$ cat src/rtl/game_pkg.sv
`default_nettype none
// ============================================================================
// Module   : game_pkg
// Purpose  : Shared state encoding, LFSR taps and mole/level helpers.
// Revision : 1.0
// ============================================================================
package game_pkg;

    typedef enum logic [1:0] {
        ST_IDLE    = 2'd0,
        ST_RESTART = 2'd1,
        ST_PLAY    = 2'd2,
        ST_OVER    = 2'd3
    } state_t;

    // x^8 + x^6 + x^5 + x^4 + 1
    localparam logic [7:0] LFSR_TAPS = 8'hB8;
    localparam logic [1:0] MAX_LEVEL = 2'd3;

    // The mole must always move, so a repeated candidate steps to the next hole.
    function automatic logic [2:0] next_mole(input logic [2:0] cand, input logic [2:0] cur);
        return (cand == cur) ? cur + 3'd1 : cand;
    endfunction

    function automatic logic [1:0] level_of(input logic [7:0] score);
        logic [7:0] sh;
        sh = score >> 3;
        return (sh > 8'(MAX_LEVEL)) ? MAX_LEVEL : sh[1:0];
    endfunction

endpackage
`default_nettype wire

$ cat src/rtl/game_controller_lfsr.sv
`default_nettype none
// ============================================================================
// Module   : mole_lfsr
// Purpose  : Free-running 8-bit Fibonacci LFSR used for mole placement.
// Revision : 1.0
// ============================================================================
module mole_lfsr
    import game_pkg::*;
#(
    parameter logic [7:0] SEED = 8'hA5
) (
    input  logic       clk,
    input  logic       rst,
    output logic [7:0] lfsr_o
);

    logic [7:0] lfsr_q;
    logic [7:0] lfsr_d;

    // Bit 7 is a tap, so the map is invertible and a nonzero seed never reaches 0.
    assign lfsr_d = {lfsr_q[6:0], ^(lfsr_q & LFSR_TAPS)};

    always_ff @(posedge clk or posedge rst) begin
        if (rst) begin
            lfsr_q <= SEED;
        end else begin
            lfsr_q <= lfsr_d;
        end
    end

    assign lfsr_o = lfsr_q;

endmodule
`default_nettype wire

$ cat src/rtl/game_controller.sv
`default_nettype none
// ============================================================================
// Module   : game_controller
// Purpose  : Whack-a-mole sequencer: game lifecycle, countdown, mole timing.
// Revision : 1.0
// ============================================================================
module game_controller
    import game_pkg::*;
#(
    parameter int unsigned TICK_CYCLES  = 100000000,
    parameter int unsigned GAME_SECONDS = 30,
    parameter int unsigned MOLE_CYCLES  = 50000000,
    parameter logic [7:0]  LFSR_SEED    = 8'hA5
) (
    input  logic       clk,
    input  logic       rst,
    input  logic       btn_start,
    input  logic       guess_correct,
    input  logic [7:0] score,
    output logic [2:0] mole_pos,
    output logic       mole_change,
    output logic       restart_game,
    output logic       game_over,
    output logic [7:0] time_left,
    output logic [1:0] level
);

    localparam int unsigned TW = $clog2(TICK_CYCLES + 1);
    localparam int unsigned DW = $clog2(MOLE_CYCLES + 1);
    localparam logic [TW-1:0] c_TICK_LAST = TW'(TICK_CYCLES - 1);
    localparam logic [DW-1:0] c_MOLE      = DW'(MOLE_CYCLES);
    localparam logic [7:0]    c_GAME      = 8'(GAME_SECONDS);

    state_t        state_q;
    logic [2:0]    mole_pos_q;
    logic          mole_change_q;
    logic          restart_q;
    logic          game_over_q;
    logic [7:0]    time_left_q;
    logic [1:0]    level_q;
    logic [TW-1:0] tick_q;
    logic [DW-1:0] dwell_q;

    logic [7:0]    w_lfsr;
    logic          w_lfsr_unused;
    logic [1:0]    w_level;
    logic [DW-1:0] w_limit;
    logic          w_tick_wrap;
    logic          w_dwell_exp;
    logic [2:0]    w_new_mole;

    mole_lfsr #(
        .SEED   (LFSR_SEED)
    ) u_lfsr (
        .clk    (clk),
        .rst    (rst),
        .lfsr_o (w_lfsr)
    );

    assign w_lfsr_unused = ^w_lfsr[7:3];
    assign w_new_mole    = next_mole(w_lfsr[2:0], mole_pos_q);
    // Level follows the live score so a mid-dwell level change shortens the current dwell.
    assign w_level       = level_of(score);
    assign w_limit       = c_MOLE >> w_level;
    assign w_tick_wrap   = (tick_q == c_TICK_LAST);
    assign w_dwell_exp   = ({1'b0, dwell_q} + (DW + 1)'(1)) >= {1'b0, w_limit};

    always_ff @(posedge clk or posedge rst) begin
        if (rst) begin
            state_q       <= ST_IDLE;
            mole_pos_q    <= 3'd0;
            mole_change_q <= 1'b0;
            restart_q     <= 1'b0;
            game_over_q   <= 1'b1;
            time_left_q   <= c_GAME;
            level_q       <= 2'd0;
            tick_q        <= '0;
            dwell_q       <= '0;
        end else begin
            mole_change_q <= 1'b0;
            restart_q     <= 1'b0;
            case (state_q)
                ST_IDLE, ST_OVER: begin
                    if (btn_start) begin
                        state_q   <= ST_RESTART;
                        restart_q <= 1'b1;
                    end
                end
                ST_RESTART: begin
                    state_q       <= ST_PLAY;
                    game_over_q   <= 1'b0;
                    time_left_q   <= c_GAME;
                    level_q       <= 2'd0;
                    tick_q        <= '0;
                    dwell_q       <= '0;
                    mole_pos_q    <= w_new_mole;
                    mole_change_q <= 1'b1;
                end
                ST_PLAY: begin
                    level_q <= w_level;
                    tick_q  <= w_tick_wrap ? '0 : tick_q + TW'(1);
                    // The final tick wins over any simultaneous mole event.
                    if (w_tick_wrap && (time_left_q == 8'd1)) begin
                        time_left_q <= 8'd0;
                        state_q     <= ST_OVER;
                        game_over_q <= 1'b1;
                    end else begin
                        if (w_tick_wrap) begin
                            time_left_q <= time_left_q - 8'd1;
                        end
                        if (guess_correct || w_dwell_exp) begin
                            mole_pos_q    <= w_new_mole;
                            mole_change_q <= 1'b1;
                            dwell_q       <= '0;
                        end else begin
                            dwell_q <= dwell_q + DW'(1);
                        end
                    end
                end
                default: begin
                    state_q <= ST_IDLE;
                end
            endcase
        end
    end

    assign mole_pos     = mole_pos_q;
    assign mole_change  = mole_change_q;
    assign restart_game = restart_q;
    assign game_over    = game_over_q;
    assign time_left    = time_left_q;
    assign level        = level_q;

endmodule
`default_nettype wire

$ cat config.mk
export PLATFORM = sky130hd
export DESIGN_NAME = game_controller
export DESIGN_NICKNAME = d
export VERILOG_FILES = /design/src/rtl/game_pkg.sv /design/src/rtl/game_controller_lfsr.sv /design/src/rtl/game_controller.sv
export SDC_FILE = /design/constraint.sdc
export NUM_CORES = 1
export LEC_CHECK = 0
export ABC_CLOCK_PERIOD_IN_PS = 6100
export BUFFER_PORTS_ARGS = -buffer_cell sky130_fd_sc_hd__buf_2
export CAP_MARGIN = 5
export CELL_PAD_IN_SITES_DETAIL_PLACEMENT = 2
export CELL_PAD_IN_SITES_GLOBAL_PLACEMENT = 2
export CORE_UTILIZATION = 42
export DETAILED_ROUTE_END_ITERATION = 16
export GPL_TIMING_DRIVEN = 0
export HOLD_SLACK_MARGIN = 0.03
export PLACE_DENSITY_LB_ADDON = 0.1
export SYNTH_ARGS = -nofsm -noshare
export SYNTH_HDL_FRONTEND = slang
export SYNTH_SLANG_ARGS = --single-unit
export TNS_END_PERCENT = 10
$ cat constraint.sdc
create_clock -name clk -period 6.1 [get_ports clk]
set_input_delay 0.305 -clock clk [delete_from_list [all_inputs] [get_ports clk]]
set_output_delay 0.305 -clock clk [all_outputs]
set_load 0.02 [all_outputs]
==> results of run 1 <==
## metrics by stage
stage                     instances  area, sq um  utilization [%]  total power, uW  hold WS (ns)
after floorplan                 540         4840                -              615         0.333
after global placement          704         5140             46.6              642         0.338
after detailed placement        705         5170             46.9              655         0.351
after CTS                       722         5510             50.0             1270         0.240
after global routing            722         5510             50.0             1300         0.241
final                           722         5510             50.0             1260         0.239
## sequential cells by signal, indices dropped and copies added (netlist names)
signal and count:
tick_q 27, dwell_q 26, time_left 8, u_lfsr.lfsr_o 8, mole_pos 3, level 2
state_q 2, game_over 1, mole_change 1, restart_game 1
## placed cells by master (no fill, tap or decap), drive strengths merged, types with 19 or more instances in the layout
cell type	count
o21ai	39
xor2	25
ha	22
xnor2	20
inv	26
nand2	60
nor2	62
nand4	19
nand3	31
dfrtp	70
buf	33
## layout make-up
type / count / share of cell area, %
buffer: 16 / 1.57
clock buffer: 9 / 4.09
clock inverter: 7 / 1.91
inverter: 24 / 1.68
multi-input combinational: 421 / 48.6
sequential: 79 / 36.1
tap: 140 / 3.18
timing repair buffer: 26 / 2.86
## critical path: stages, from the launching register on
cell and delay [ns]:
dfrtp_1 0.36, buf_2 0.21, nand2_1 0.18, nor4_2 0.67, nand2_1 0.40, nor3_1 0.31
nor2_1 0.10, or2_2 0.32, ha_1 0.33, nor2b_1 0.17, nor4_1 0.37, o31ai_1 0.14
o2bb2ai_1 0.32, a211oi_2 0.18, nor4_4 0.53, buf_2 0.36, o21ai_0 0.20, nand2_1 0.11
## where the power goes
group	switching [uW]	internal, uW	total, uW
Sequential	12.9	534	546
Combinational	62.4	34.2	96.6
Clock	249	364	614
## worst max path at each step
stage,startpoint,end,slack [ns]
6_report,dwell_q[4],dwell_q[6],0.75
4_1_cts,dwell_q[4],dwell_q[24],0.87
3_3_place_gp,dwell_q[4],dwell_q[0],1.20
5_1_grt,dwell_q[4],dwell_q[6],0.51
2_1_floorplan,dwell_q[4],dwell_q[0],2.05
3_5_place_dp,dwell_q[4],mole_pos[2],1.11
## cells in the mapped netlist (3+ instances only)
cell type  count
nand4_1       18
inv_1         24
a21oi_1       17
and4_1         3
clkbuf_1       7
o211ai_1       3
and3_1        11
xor2_1        25
xnor2_1       20
nand4b_1       3
o21ai_0       35
nor2b_1        3
nand3_1       30
o21ai_1        4
o31ai_1        5
a211oi_1       3
nor3_1        14
ha_1          22
and2_1         9
dfrtp_1       70
nand2_1       60
a22o_1        13
buf_4          4
mux2i_1        7
nor2_1        62
dfstp_2        9
a21o_1         3
a31oi_1        8
nor4_1        10
## logic make-up (layout without fill, tap and decap cells)
logic type	after synthesis	in the layout	synth area share, %
compound gates	103	103	13.8
xor+xnor	45	45	8.14
fa+ha+maj	22	22	5.68
buf+inv	40	82	3.64
flops	79	79	41.0
mux	10	10	2.14
simple gates	241	241	25.5
## routing by layer
metal	part of all wire [%]	up-vias
li1	-	1999
met1	44	2218
met2	51	68
met3	2.1	33
met4	2.6	0
met5	0	-
==> impl_metrics.tcl, run 1 <==
set metrics [dict create \
    status "finished, final reports clean" \
    clk_pin_slew_ns 0.06 \
    end_kind "flip-flop" \
    synth_nets 574 \
    nFillCells 1223 \
    fin_tns_setup_ns 0 \
    skew_ns 0.00732 \
    ff2ff_setup_slack_ns 0.75 \
    powerDensity_nw_per_um2 228 \
    slew_viol_final 0 \
    fp.coreArea_sq_um 11000 \
    syn_inst 540 \
    globalRouteMet2Util_pct 50.3 \
    reg2reg_to "dwell_q[6]" \
    fmax_ghz 0.187 \
    yosys_warnings 0 \
    drt_iter0_drc 161 \
    hold_path_depth 2 \
    cts_sinks 79 \
    synthTopCellsByArea "dfrtp_1 36%, ha_1 5.7%, dfstp_2 4.9%, nor2_1 4.8%, nand2_1 4.6%" \
    wl_microns 15600 \
    cp_data_required_time_ns 6.39 \
    synth_seq_area_share_pct 41.0 \
    insertion_delay_ns 0.36 \
    grt-busiest-layer "met2" \
    post-route-min-period_ns 5.35 \
    multi_input_area_sq_um 2680 \
    worstMarginPinSlew_ns 1.11 \
    io_buffers 24 \
    cts_tree "done" \
    avgViaCountPerCell 5.98 \
    die_w_microns 109 \
    r2r_start "dwell_q[4]" \
    grt_pass1_wl_microns 25700 \
    cp_max_fo 10 \
    min_path_type "in -> reg" \
    finalSetupViolCount 0 \
    synthArstFlopShare_pct 100 \
    drt_pass1_iterations 4 \
    cts_setup_buffers 0 \
    dieArea_sq_um 12000 \
    cts_max_path_buffers 2 \
    gp_congestion 0.816 \
    post-route-period-util_pct 87.7 \
    numCtsBuffers 9 \
    synth_enable_flop_cells 0 \
    worst_ep_arrival_time_ns 5.64 \
    root_buffer "clkbuf_16" \
    rsz0062_at_grt "no" \
    synth_top_cell_by_area "dfrtp_1" \
    cap_violations 0 \
    gr-usage-met1_pct 35.0 \
    hpwl_microns 11100 \
    vias 4318 \
    ant_nets 0 \
    grt_pass1_vias 4855 \
    nets 611 \
    layout-drive-gt1-share_pct 12.5 \
    grtUsageMet3_pct 4.03 \
    synth_ff_type "dfrtp_1" \
    worstHoldEndpoint "restart_game" \
    grt_max_degree 46 \
    antenna_found_initial 0 \
    grt_use_total_pct 28.6 \
    rows 38 \
    netlist.area_leader.share_pct 36.2 \
    die_h_microns 109 \
    io_pins 28 \
    routedWlPerCell_microns 21.6 \
    hold_viol 0 \
    hold_start "btn_start" \
    pre_cts_ws_ns 1.11 \
    drcViolationCount 0 \
    ir_drop_uv 172 \
    start_util_pct 43.9 \
    num_antenna_cells 0 \
    cts_resized 0 \
    gr-total-overflow 0 \
    layout_setup_ws_ns 0.751 \
    leakage_uw 0.00248 \
    slew_headroom_pct 25.4 \
    seqCellArea_sq_um 1990 \
    cts_hold_buf 1 \
    syn_avg_cell_area_sq_um 8.97 \
    area_delta_synth_final_pct 13.7 \
    synthesis.area_sq_um 4840 \
    htree_num_levels 3 \
    critPathLaunchType "flip-flop" \
    ys_seq_elements 79 \
    r2r_cells 17 \
    yosysUniqueCellTypes 57 \
    path_class "reg -> reg" \
]
Note: power is estimated with default switching activity, not from simulation.
==> run 2: changes to the inputs <==
--- a/config.mk
+++ b/config.mk
@@ -15,6 +15,7 @@
 export GPL_TIMING_DRIVEN = 0
 export HOLD_SLACK_MARGIN = 0.03
 export PLACE_DENSITY_LB_ADDON = 0.1
+export RECOVER_POWER = 50
 export SYNTH_ARGS = -nofsm -noshare
 export SYNTH_HDL_FRONTEND = slang
 export SYNTH_SLANG_ARGS = --single-unit
==> run 2 against run 1 <==
  * The flow now finishes with violations (capacitance limit, slew limit)
  * Clock skew rose by 0.0010 ns
  * Die area did not move
  * Total power fell by 0.20%
  * Non-clock buffer count did not move
  * Flip-flop and latch count did not move
  * Routed wire length fell by 0.18%
  * Final area fell by 0.54%
  * Fmax rose by 0.52%
  * First-iteration DRC count rose by 1.9%
==> impl_metrics.tcl, run 2 (synthesis results as in run 1) <==
set metrics [dict create \
    status "complete, but fails checks" \
    violations "capacitance limit, slew limit" \
    final_cell_mix "70 x dfrtp_1, 62 x nor2_1, 60 x nand2_1" \
    seqCellArea_sq_um 1990 \
    ant_nets 0 \
    cts_sinks 79 \
    critPathBufInv 2 \
    antenna_found_initial 0 \
    regMostFlops "tick_q" \
    reg2reg_to "dwell_q[24]" \
    hold_viol 0 \
    max_stage_delay_ns 0.68 \
    cp_max_fo 10 \
    cts_max_path_buffers 2 \
    pre_cts_ws_ns 1.11 \
    critPathLaunchType "flip-flop" \
    post-route-min-period_ns 5.32 \
    layout_setup_ws_ns 0.779 \
    cp_data_required_time_ns 6.35 \
    slowest_stage "nor4_2" \
    path_cells "buf_2 > nand2_1 > nor4_2 > nand2_1 > nor3_1 > nor2_1 > or2_2 > ha_1 > nor2b_1 > nor4_1 > o31ai_1 > o2bb2ai_1 > a211oi_2 > nor4_4 > buf_2 > o21ai_0 > o21ai_0" \
    p_comb_share_pct 7.5 \
    worstMarginPinSlew_ns 2.50 \
    cts_tree "done" \
    clock_power_share_pct 48.9 \
    htree_num_levels 3 \
    drt_iter0_drc 164 \
    seq_power_share_pct 43.6 \
    nFillCells 1225 \
    io_buffers 24 \
    mostFrequentLayoutCell "dfrtp_1" \
    dieArea_sq_um 12000 \
    avgViaCountPerCell 6.00 \
    p_int_uw 930 \
    min_path_type "in -> reg" \
    grt_use_total_pct 28.6 \
    gr-total-overflow 0 \
    r2r_start "dwell_q[4]" \
    slew_headroom_pct -66.6 \
    hold_path_depth 2 \
    io_pins 28 \
    fin_tns_setup_ns 0 \
    slew_viol_final 82 \
    grt_pass1_vias 4855 \
    gp_congestion 0.816 \
    numCtsBuffers 9 \
    grt_max_degree 46 \
    nets 611 \
    path_class "reg -> reg" \
    rows 38 \
    insertion_delay_ns 0.36 \
    num_antenna_cells 0 \
    routedWlPerCell_microns 21.6 \
    cts_hold_buf 1 \
    cts_setup_buffers 0 \
    reg_top3 "tick_q x27, dwell_q x26" \
    grt_pass1_wl_microns 25700 \
    wl_microns 15600 \
    dpl.cell_count 705 \
    hold_start "btn_start" \
    cts_resized 0 \
    root_buffer "clkbuf_16" \
    worst_ep_arrival_time_ns 5.57 \
    layout-drive-gt1-share_pct 11.2 \
    post-route-period-util_pct 87.2 \
    largest_reg_flops 27 \
    worstHoldEndpoint "restart_game" \
    drt_pass1_iterations 4 \
    die_w_microns 109 \
    p_switching_uw 324 \
    fin_total_pwr_uw 1250 \
    layoutNonFillerInstCount 722 \
    rsz0062_at_grt "no" \
    sw_frac_of_total_pct 25.8 \
    die_h_microns 109 \
    fin_util_pct 49.7 \
    skew_ns 0.00836 \
    drcViolationCount 0 \
    end_kind "flip-flop" \
    area_delta_synth_final_pct 13.1 \
    hpwl_microns 11100 \
    fmax_ghz 0.188 \
    start_util_pct 43.9 \
    ir_drop_uv 172 \
    multi_input_area_sq_um 2680 \
    cp_top_family "simple AND/OR/NAND/NOR gates" \
    cap_violations 2 \
    fp.coreArea_sq_um 11000 \
    clk_pin_slew_ns 0.06 \
    powerDensity_nw_per_um2 229 \
    ff2ff_setup_slack_ns 0.78 \
    vias 4332 \
    finalSetupViolCount 0 \
    leakage_uw 0.00246 \
    r2r_cells 17 \
]
run 2: cell types whose count changed in the layout (fill, tap and decap cells not counted):
cell	before	now
dfstp_1	0	3
inv_4	1	0
clkbuf_1	7	12
clkinvlp_2	0	1
dfstp_2	9	6
buf_2	26	22
buf_16	1	0
run 2: per-layer routing:
metal	global-route usage, %	wire length [microns]	vias up
met3	4.03	333	32
met1	35.0	6900	2214
met5	0	0	-
met2	50.3	7950	90
met4	11.7	412	0
li1	-	-	1996
run 2: layout make-up:
class | count | share of cell area (%)
well taps | 140 | 3.20
flip-flops and latches | 79 | 36.3
repair buffers | 26 | 2.35
clock buffers | 9 | 4.11
clock inverters | 7 | 1.92
multi-input cells | 421 | 48.9
inverters | 24 | 1.67
plain buffers | 16 | 1.58
run 2: how the worst max path moves through the flow:
stage,start,cells past startpoint,to,slack [ns]
finish,dwell_q[4],17,dwell_q[24],0.78
global route,dwell_q[4],17,dwell_q[6],0.51
CTS,dwell_q[4],17,dwell_q[24],0.87
detailed placement,dwell_q[4],16,mole_pos[2],1.11
global placement,dwell_q[4],16,dwell_q[0],1.20
floorplan,dwell_q[4],16,dwell_q[0],2.05
run 2: power by group through the flow:
| stage | registers [uW] | logic, uW | clock network [uW] |
|---|---|---|---|
| 6_report | 546 | 94.3 | 614 |
| 5_1_grt | 548 | 105 | 642 |
| 4_1_cts | 547 | 99.6 | 623 |
| 3_5_place_dp | 557 | 98.6 | 0 |
| 3_3_place_gp | 555 | 86.7 | 0 |
| 2_1_floorplan | 564 | 51.4 | 0 |
run 2: metrics by stage:
step | cell area (sq um) | hold WS, ns
after global placement | 5140 | 0.338
after floorplan | 4840 | 0.333
after detailed placement | 5170 | 0.351
after CTS | 5510 | 0.240
after global routing | 5480 | 0.241
final | 5480 | 0.238
